File: config.mk
export PLATFORM = sky130hd
export DESIGN_NAME = lsu_sram
export DESIGN_NICKNAME = d
export VERILOG_FILES = /design/src/rtl/lsu_sram_pkg.sv /design/src/rtl/lsu_load_align.sv /design/src/rtl/lsu_sram.sv
export SDC_FILE = /design/constraint.sdc
export NUM_CORES = 1
export LEC_CHECK = 0
export BUFFER_PORTS_ARGS = -buffer_cell sky130_fd_sc_hd__buf_2
export CORE_MARGIN = 4
export CORE_UTILIZATION = 25
export CTS_CLUSTER_SIZE = 10
export DETAILED_ROUTE_END_ITERATION = 10
export GPL_ROUTABILITY_DRIVEN = 1
export PLACE_DENSITY_LB_ADDON = 0.25
export REMOVE_ABC_BUFFERS = 1
export SLEW_MARGIN = 40
export SYNTH_ARGS = -nofsm -noshare
export SYNTH_HDL_FRONTEND = slang
export SYNTH_SLANG_ARGS = --single-unit
File: constraint.sdc
create_clock -name clk -period 1.87 [get_ports clk]
set_input_delay 0.374 -clock clk [delete_from_list [all_inputs] [get_ports clk]]
set_output_delay 0.374 -clock clk [all_outputs]
set_load 0.01 [all_outputs]
File: src/rtl/lsu_sram_pkg.sv
// Shared types for the load/store unit: funct3 encodings, FSM states and the access legality check.
`timescale 1ns/1ps
package lsu_sram_pkg;

   localparam logic [2:0] LB  = 3'd0;
   localparam logic [2:0] LH  = 3'd1;
   localparam logic [2:0] LW  = 3'd2;
   localparam logic [2:0] LBU = 3'd4;
   localparam logic [2:0] LHU = 3'd5;
   localparam logic [2:0] SB  = 3'd0;
   localparam logic [2:0] SH  = 3'd1;
   localparam logic [2:0] SW  = 3'd2;

   typedef enum logic [1:0] {
      IDLE   = 2'd0,
      ACCESS = 2'd1,
      WAIT   = 2'd2,
      RESP   = 2'd3
   } lsu_state_t;

   // Misaligned halfword/word or an unsupported funct3 never reaches the SRAM.
   function automatic logic access_err(input logic we, input logic [2:0] f3, input logic [1:0] off);
      logic err;
      err = 1'b1;
      if (we) begin
         case (f3)
            SB:      err = 1'b0;
            SH:      err = off[0];
            SW:      err = |off;
            default: err = 1'b1;
         endcase
      end else begin
         case (f3)
            LB, LBU:  err = 1'b0;
            LH, LHU:  err = off[0];
            LW:       err = |off;
            default:  err = 1'b1;
         endcase
      end
      return err;
   endfunction

endpackage

File: src/rtl/lsu_load_align.sv
// Combinational load-data aligner: shifts the SRAM word down by the byte offset and sign/zero-extends.
`timescale 1ns/1ps
module lsu_load_align
   import lsu_sram_pkg::*;
(
   input  logic [31:0] i_dout,
   input  logic [1:0]  i_off,
   input  logic [2:0]  i_f3,
   output logic [31:0] o_rdata
);

   logic [31:0] w_s;

   always_comb begin
      w_s = i_dout >> {i_off, 3'b000};
      case (i_f3)
         LB:      o_rdata = {{24{w_s[7]}}, w_s[7:0]};
         LBU:     o_rdata = {24'h0, w_s[7:0]};
         LH:      o_rdata = {{16{w_s[15]}}, w_s[15:0]};
         LHU:     o_rdata = {16'h0, w_s[15:0]};
         default: o_rdata = w_s;
      endcase
   end

endmodule

File: src/rtl/lsu_sram.sv
// Single-outstanding RV32 load/store unit driving an active-low SRAM port with registered strobes.
// Response 1+SRAM_LATENCY cycles after accept; req_ready only in IDLE/RESP, so requests are never queued.
`timescale 1ns/1ps
module lsu_sram
   import lsu_sram_pkg::*;
#(
   parameter int ADDR_W       = 32,
   parameter int SRAM_LATENCY = 1
) (
   input  logic              clk,
   input  logic              rst_n,
   input  logic              i_req_valid,
   output logic              o_req_ready,
   input  logic              i_req_we,
   input  logic [2:0]        i_req_funct3,
   input  logic [ADDR_W-1:0] i_req_addr,
   input  logic [31:0]       i_req_wdata,
   output logic              o_rsp_valid,
   output logic [31:0]       o_rsp_rdata,
   output logic              o_rsp_err,
   output logic              o_sram_cen,
   output logic              o_sram_wen,
   output logic [3:0]        o_sram_ben,
   output logic [ADDR_W-1:0] o_sram_addr,
   output logic [31:0]       o_sram_din,
   input  logic [31:0]       i_sram_dout
);

   lsu_state_t        r_state;
   logic              r_we;
   logic [2:0]        r_f3;
   logic [1:0]        r_off;
   logic              r_err;
   logic              r_sram_cen;
   logic              r_sram_wen;
   logic [3:0]        r_sram_ben;
   logic [ADDR_W-1:0] r_sram_addr;
   logic [31:0]       r_sram_din;

   logic              w_accept;
   logic              w_err;
   logic [1:0]        w_off;
   logic [3:0]        w_st_ben;
   logic [31:0]       w_st_din;
   logic [31:0]       w_load;

   assign o_req_ready = (r_state == IDLE) || (r_state == RESP);
   assign w_accept    = i_req_valid && o_req_ready;
   assign w_off       = i_req_addr[1:0];
   assign w_err       = access_err(i_req_we, i_req_funct3, w_off);

   always_comb begin
      w_st_ben = 4'h0;
      w_st_din = i_req_wdata;
      case (i_req_funct3)
         SB: begin
            w_st_ben = ~(4'b0001 << w_off);
            w_st_din = {4{i_req_wdata[7:0]}};
         end
         SH: begin
            w_st_ben = ~(4'b0011 << w_off);
            w_st_din = {2{i_req_wdata[15:0]}};
         end
         default: begin
            w_st_ben = 4'h0;
            w_st_din = i_req_wdata;
         end
      endcase
   end

   always_ff @(posedge clk) begin
      if (!rst_n) begin
         r_state     <= IDLE;
         r_we        <= 1'b0;
         r_f3        <= 3'd0;
         r_off       <= 2'd0;
         r_err       <= 1'b0;
         r_sram_cen  <= 1'b1;
         r_sram_wen  <= 1'b1;
         r_sram_ben  <= 4'hF;
         r_sram_addr <= '0;
         r_sram_din  <= '0;
      end else begin
         // Strobes are a one-cycle pulse: idle unless an accept re-arms them below.
         r_sram_cen <= 1'b1;
         r_sram_wen <= 1'b1;
         r_sram_ben <= 4'hF;
         case (r_state)
            IDLE, RESP: r_state <= w_accept ? ACCESS : IDLE;
            ACCESS:     r_state <= (SRAM_LATENCY == 2) ? WAIT : RESP;
            WAIT:       r_state <= RESP;
            default:    r_state <= IDLE;
         endcase
         if (w_accept) begin
            r_we  <= i_req_we;
            r_f3  <= i_req_funct3;
            r_off <= w_off;
            r_err <= w_err;
            if (!w_err) begin
               r_sram_cen  <= 1'b0;
               r_sram_wen  <= ~i_req_we;
               r_sram_ben  <= i_req_we ? w_st_ben : 4'h0;
               r_sram_addr <= {i_req_addr[ADDR_W-1:2], 2'b00};
               if (i_req_we) begin
                  r_sram_din <= w_st_din;
               end
            end
         end
      end
   end

   lsu_load_align u_align (
      .i_dout  (i_sram_dout),
      .i_off   (r_off),
      .i_f3    (r_f3),
      .o_rdata (w_load)
   );

   assign o_sram_cen  = r_sram_cen;
   assign o_sram_wen  = r_sram_wen;
   assign o_sram_ben  = r_sram_ben;
   assign o_sram_addr = r_sram_addr;
   assign o_sram_din  = r_sram_din;

   assign o_rsp_valid = (r_state == RESP);
   assign o_rsp_err   = o_rsp_valid && r_err;
   assign o_rsp_rdata = (o_rsp_valid && !r_err && !r_we) ? w_load : 32'h0;

endmodule

==> impl_metrics.ini, run 1 <==
[sta]
rsz0062_at_grt = true
min_period_ps = 2561
finalHoldViolations = 0
setup_viol = 32
fmax_mhz = 390.5
slew_headroom_pct = 65.77
whs_ps = 276.0
worst_pin_slew_ps = 511.6
drv_slew = 0
finalWorstSetupSlack_ps = -690.7
fin_crit_sh_pct = 136.9
tns_ps = -16620
fin_skew_ps = 10.45

[grt]
track_usage_pct = 14.96
overflow = 0
grt_pass1_wl_mm = 22.46
grt_pass1_vias = 4356
grt_max_degree = 55
grt_antenna_before_repair = 0

[setup_path]
r2r_cells = 6
setup.worst_path.end_class = primary output
crit_start = r_state[0]
cp.arrival_ps = 2190
setup.worst_path.end = o_rsp_rdata[29]
cpPeakStageDelay_ps = 370
cp_slowest_cell = or3b_4
path_class = flop to primary output
timing.critical_path.mode_cell = buf_6
r2r-end = o_sram_din[28]
critPathMaxFanout = 8
crit_chain = ha_4 -> or3b_4 -> buf_6 -> or3b_4 -> buf_6 -> nor2_8 -> a21o_2 -> buf_6
crit_path_start_kind = flop
r2r_start = r_state[0]
required_ps = 1500
cp_num_cells = 8
r2r_slack_ps = 210
path_delay_family = simple AND/OR/NAND/NOR gates
worstPathBufferInverterCount = 3

[logic_synthesis]
synth.largest_area_cell = dfxtp_1
synth_compound_area_share_pct = 28.89
synthAdderAreaFrac_pct = 1.529
synth_top_family_by_area = compound AO/OA/AOI/OAI gates
synth_cell_type_count = 41
synth_simple_gate_area_share_pct = 16.69
synth_area_per_cell_um2 = 8.509
synth_warnings = 0
ys.flop_type = dfxtp_1
netlist_instances = 481
async_reset_ff_share_pct = 0
synthesis.area_um2 = 4093
ys_seq_area_share_pct = 37.66
ys_top_cells_by_area = dfxtp_1 (38%), a21boi_0 (8.6%), o21ai_0 (6.2%)
muxShareOfSynthArea_pct = 8.896
synth_xor_area_share_pct = 0
synth_top_area_share_pct = 37.66
ys_ff_latch = 77
synth_edf_count = 0

[clock_network]
clk_pin_slew_worst_paths_ps = 60
cts-htree-levels = 3
cts_hold_buffers = 0
cts-buffers-inserted = 9
cts_tree = built
clkSinkCount = 77
cts_root_buf = clkbuf_16
ctsLongestPathBuffers = 2
insertion_delay_ps = 330

[power_and_ir_drop]
p_switching_uw = 1297
leakagePower_uw = 0.002881
p_sw_share_pct = 29.38
power_frac_seq_pct = 39.8
p_int_uw = 3116
pwr-share-clk_pct = 36.7
p_total_uw = 4413
powerDensity_nw_per_um2 = 731.3
vdd_drop_max_uv = 367.7
p_comb_share_pct = 23.5

[floorplanning]
core_area_um2 = 15940
die_x_um = 136.0
die_h_um = 136.0
io_pins = 208
start_util_pct = 25.67
die_area_um2 = 18480
rows = 46

[placed_design]
finalWeightedCongestion = 0.7965
hpwl_mm = 11.03
place.port_buffers = 205

[drt]
dr.pass1.iters = 4
num_vias = 4369
drt-total-wl_mm = 14.55
drtIter0Drc = 181
viasPerCell = 4.754
antenna_left = 0
drc_errors = 0
wl_per_cell_um = 15.83

[run_status]
outcome = finished, violations left
violations = negative setup slack

[min_path]
hp-class = primary input to flop

[finish]
diodes = 0
fin_util_pct = 37.85
final_net_count = 806
layout-area-overhead-vs-synth_pct = 47.45
drive_gt1_share_pct = 45.23

[flow_run]
max_cap_violations = 0
==> flip-flops by register name, summed over array words and instances (netlist names) <==
register / cells
o_sram_din: 32
r_f3: 3
r_off: 2
r_we: 1
r_state: 2
o_sram_cen: 1
o_sram_ben: 4
r_err: 1
o_sram_wen: 1
o_sram_addr: 30
==> routing by layer <==
metal | vias up | wire, um | global-route usage (%)
met4 | 0 | 233 | 4.255
li1 | 2150 | - | -
met3 | 16 | 878 | 3.146
met1 | 2052 | 6027 | 17.59
met2 | 151 | 7411 | 27.35
met5 | - | 0 | 0
==> cells by family (layout without fill, tap and decap cells) <==
group	count (synthesis)	count (layout)
buffers and inverters	52	273
flip-flops	77	77
AND/OR/NAND/NOR	144	144
multiplexers	34	34
AO/OA/AOI/OAI	168	168
other	1	2
adder cells (fa/ha/maj)	5	5
==> metrics by stage <==
step	setup slack [ps]	cell area, um2	std cells
floorplan	-755.0	3867	437
global placement	-431.2	5574	901
detailed placement	-477.2	5574	901
CTS	-731.1	5989	919
global route	-781.8	6035	919
finish	-690.7	6035	919
==> synthesized netlist by cell type (3+ instances only) <==
library cell / instances
a21o_2: 8
a21boi_1: 5
a21oi_1: 7
a211oi_1: 14
a21boi_0: 47
mux2i_1: 24
clkbuf_1: 25
a221oi_1: 7
o211a_1: 16
o21ai_0: 51
nand2b_1: 3
buf_2: 12
nor2b_1: 10
buf_6: 5
inv_1: 6
o211ai_1: 8
nand3_1: 38
mux2_2: 9
ha_1: 5
nor2_1: 15
nand2_1: 65
dfxtp_1: 77
==> how the worst min path moves through the flow <==
stage,startpoint,end,slack [ps],cells after the start
finish,i_req_we,o_sram_wen,280,2
global route,i_req_we,o_sram_wen,280,2
CTS,i_req_we,o_sram_wen,270,2
detailed placement,o_sram_din[24],o_sram_din[24],440,2
global placement,o_sram_din[27],o_sram_din[27],450,2
floorplan,i_req_we,o_sram_wen,440,1
==> area by class of cell <==
class                      instances  area, um2
multi-input combinational        353       2425
clock inverter                     6      38.79
fill                            1691       9908
inverter                           7      26.28
sequential                        77       1544
clock buffer                      10      239.0
timing repair buffer             250       1491
tap                              216      270.3
==> repair_timing <==
action	CTS	global route
setup buffers	1	0
pin swaps	9	4
resized for setup	32	11
setup endpoints to repair	32	33
hold endpoints to repair	0	0
gates cloned	1	0
==> power groups by stage <==
stage	Combinational [uW]	Sequential (uW)	Clock [uW]
6_report	1040	1760	1620
5_1_grt	1140	1770	1740
4_1_cts	1030	1760	1670
3_5_place_dp	978	1790	0
3_3_place_gp	960	1790	0
2_1_floorplan	400	1840	0
==> cells in the final DEF (no fill, tap or decap), types with 8 or more instances in the layout <==
cell type  netlist  layout
buf_2           12     199
buf_6            5      10
mux2i_1         24      24
nand2_1         65      65
nor2b_1         10      10
buf_4            2      35
o211a_1         16      16
dfxtp_1         77      75
a21boi_0        47      47
mux2_2           9       9
o21ai_0         51      46
clkbuf_16        0       9
o211ai_1         8       8
nand3_1         38      38
(Power assumes the default switching activity.)
==> run 2, diff against run 1 <==
--- a/config.mk
+++ b/config.mk
@@ -5,15 +5,15 @@
 export SDC_FILE = /design/constraint.sdc
 export NUM_CORES = 1
 export LEC_CHECK = 0
-export BUFFER_PORTS_ARGS = -buffer_cell sky130_fd_sc_hd__buf_2
 export CORE_MARGIN = 4
 export CORE_UTILIZATION = 25
 export CTS_CLUSTER_SIZE = 10
 export DETAILED_ROUTE_END_ITERATION = 10
+export DONT_BUFFER_PORTS = 1
 export GPL_ROUTABILITY_DRIVEN = 1
 export PLACE_DENSITY_LB_ADDON = 0.25
 export REMOVE_ABC_BUFFERS = 1
-export SLEW_MARGIN = 40
+export SLEW_MARGIN = 20
 export SYNTH_ARGS = -nofsm -noshare
 export SYNTH_HDL_FRONTEND = slang
 export SYNTH_SLANG_ARGS = --single-unit
==> run 2 against run 1 <==
Net effect:
- the flow still finishes with violations (negative setup slack)
- clock-buffer cell count rose by 1
- non-clock buffer count fell by 197
- clock power rose by 17%
- routed wire length fell by 7.1%
- final cell count fell by 21%
- fmax rose by 2.3%
- via count fell by 16%
- final area fell by 14%
- flip-flop and latch count did not move
- sequential power rose by 2%
- die area did not move
==> impl_metrics.ini, run 2 (synthesis results as in run 1) <==
[run_status]
outcome = finished, violations left
violations = negative setup slack

[grt]
grt_max_degree = 73
overflow = 0
grt_pass1_wl_mm = 20.08
track_usage_pct = 13.57
grt_antenna_before_repair = 0
grt_pass1_vias = 3614

[clock_network]
clkSinkCount = 77
cts_tree = built
ctsLongestPathBuffers = 2
insertion_delay_ps = 330
cts_root_buf = clkbuf_16
clk_pin_slew_worst_paths_ps = 60
cts_hold_buffers = 0
cts-buffers-inserted = 9
cts-htree-levels = 3

[min_path]
hp-class = primary input to flop

[finish]
largest_reg_flops = 32
mostFrequentLayoutCell = dfxtp_1
final_net_count = 609
diodes = 0
fillCellCount = 1633
final_cells = 722
drive_gt1_share_pct = 26.09
layout-area-overhead-vs-synth_pct = 27.03
multi_input_area_um2 = 2546
final_cell_mix = dfxtp_1 (75), nand2_1 (65), a21boi_0 (47)
fin_util_pct = 32.61
register_area_um2 = 1544

[setup_path]
critPathMaxFanout = 8
path_class = flop to primary output
crit_chain = ha_4 -> or3b_4 -> or3b_4 -> buf_12 -> nor2_8 -> a21o_2
crit_path_start_kind = flop
cp_slowest_cell = or3b_4
setup.worst_path.end_class = primary output
cpPeakStageDelay_ps = 430
cp.arrival_ps = 2130
required_ps = 1500
r2r_slack_ps = 220
timing.critical_path.mode_cell = or3b_4

[floorplanning]
start_util_pct = 25.67
die_h_um = 136.0
die_x_um = 136.0
core_area_um2 = 15940
rows = 46
die_area_um2 = 18480
io_pins = 208

[power_and_ir_drop]
pwr-share-clk_pct = 42.3
p_sw_share_pct = 26.85
p_comb_share_pct = 17.5
p_switching_uw = 1202
leakagePower_uw = 0.002024
vdd_drop_max_uv = 390.8
p_total_uw = 4477
p_int_uw = 3275
power_frac_seq_pct = 40.2
powerDensity_nw_per_um2 = 861.2

[drt]
num_vias = 3663
drt-total-wl_mm = 13.52
drtIter0Drc = 145
wl_per_cell_um = 18.73
drc_errors = 0
dr.pass1.iters = 4
antenna_left = 0
viasPerCell = 5.073

[placed_design]
finalWeightedCongestion = 0.7313
dpl_worst_slack_ps = -507.1
hpwl_mm = 9.453
place.port_buffers = 0
dp.cells = 695

[sta]
fmax_mhz = 399.7
min_period_ps = 2502
fin_crit_sh_pct = 133.8
setup_viol = 32
rsz0062_at_grt = true
finalHoldViolations = 0
fin_skew_ps = 5.269
finalWorstSetupSlack_ps = -632.0
whs_ps = 113.9
drv_slew = 0

[flow_run]
max_cap_violations = 0
run 2: changes by cell type in the layout (fill, tap and decap cells not counted), sizes merged:
cell / delta
clkinvlp: -1
bufinv: +2
clkbuf: +1
buf: -197
inv: +1
clkinv: -3
run 2: stage by stage:
| stage | setup TNS (ps) | area (um2) |
|---|---|---|
| 2_1_floorplan | -52800 | 3867 |
| 3_3_place_gp | -6156 | 4503 |
| 3_5_place_dp | -7444 | 4503 |
| 4_1_cts | -15680 | 5117 |
| 5_1_grt | -17540 | 5199 |
| 6_report | -15220 | 5199 |
run 2: critical path: cells and delay by family, from the launching register on:
family          cells  cell delay [ps]
fa+ha+maj           1              130
simple gates        3              990
buf+inv             1              150
flops               1              340
compound gates      1              190
run 2: power groups by stage:
stage | Clock (uW) | Combinational, uW | Sequential [uW]
floorplan | 0 | 400 | 1840
global placement | 0 | 653 | 1830
global route | 2040 | 855 | 1810
finish | 1900 | 782 | 1800
detailed placement | 0 | 666 | 1830
CTS | 1960 | 765 | 1800
run 2: path summary, 6_finish.rpt:
path,start,end,depth (start not counted)
setup / recovery,r_state[0],o_rsp_rdata[26],6
hold / removal,i_req_we,o_sram_wen,1
setup reg to reg,r_state[0],o_sram_addr[19],7
hold reg to reg,r_we,r_we,2
run 2: cell type report:
| type | instances | share of cell area [%] |
|---|---|---|
| multi-input cells | 353 | 48.98 |
| flip-flops and latches | 77 | 29.70 |
| repair buffers | 53 | 9.386 |
| well taps | 216 | 5.199 |
| clock buffers | 11 | 4.669 |
| clock inverters | 5 | 1.564 |
| inverters | 7 | 0.5054 |
run 2: timing repair:
item | CTS | global route
setup endpoints to repair | 32 | 32
buffers inserted | 5 | 6
resized for setup | 60 | 6
pin swaps | 8 | 4
cloned | 0 | 0
run 2: metal layers:
| metal | vias up | global-route usage, % | wire length [um] |
|---|---|---|---|
| met2 | 159 | 24.97 | 6945 |
| met3 | 12 | 4.404 | 1227 |
| met1 | 1736 | 14.86 | 5179 |
| met5 | - | 0 | 0 |
| met4 | 0 | 3.863 | 169 |
| li1 | 1756 | - | - |
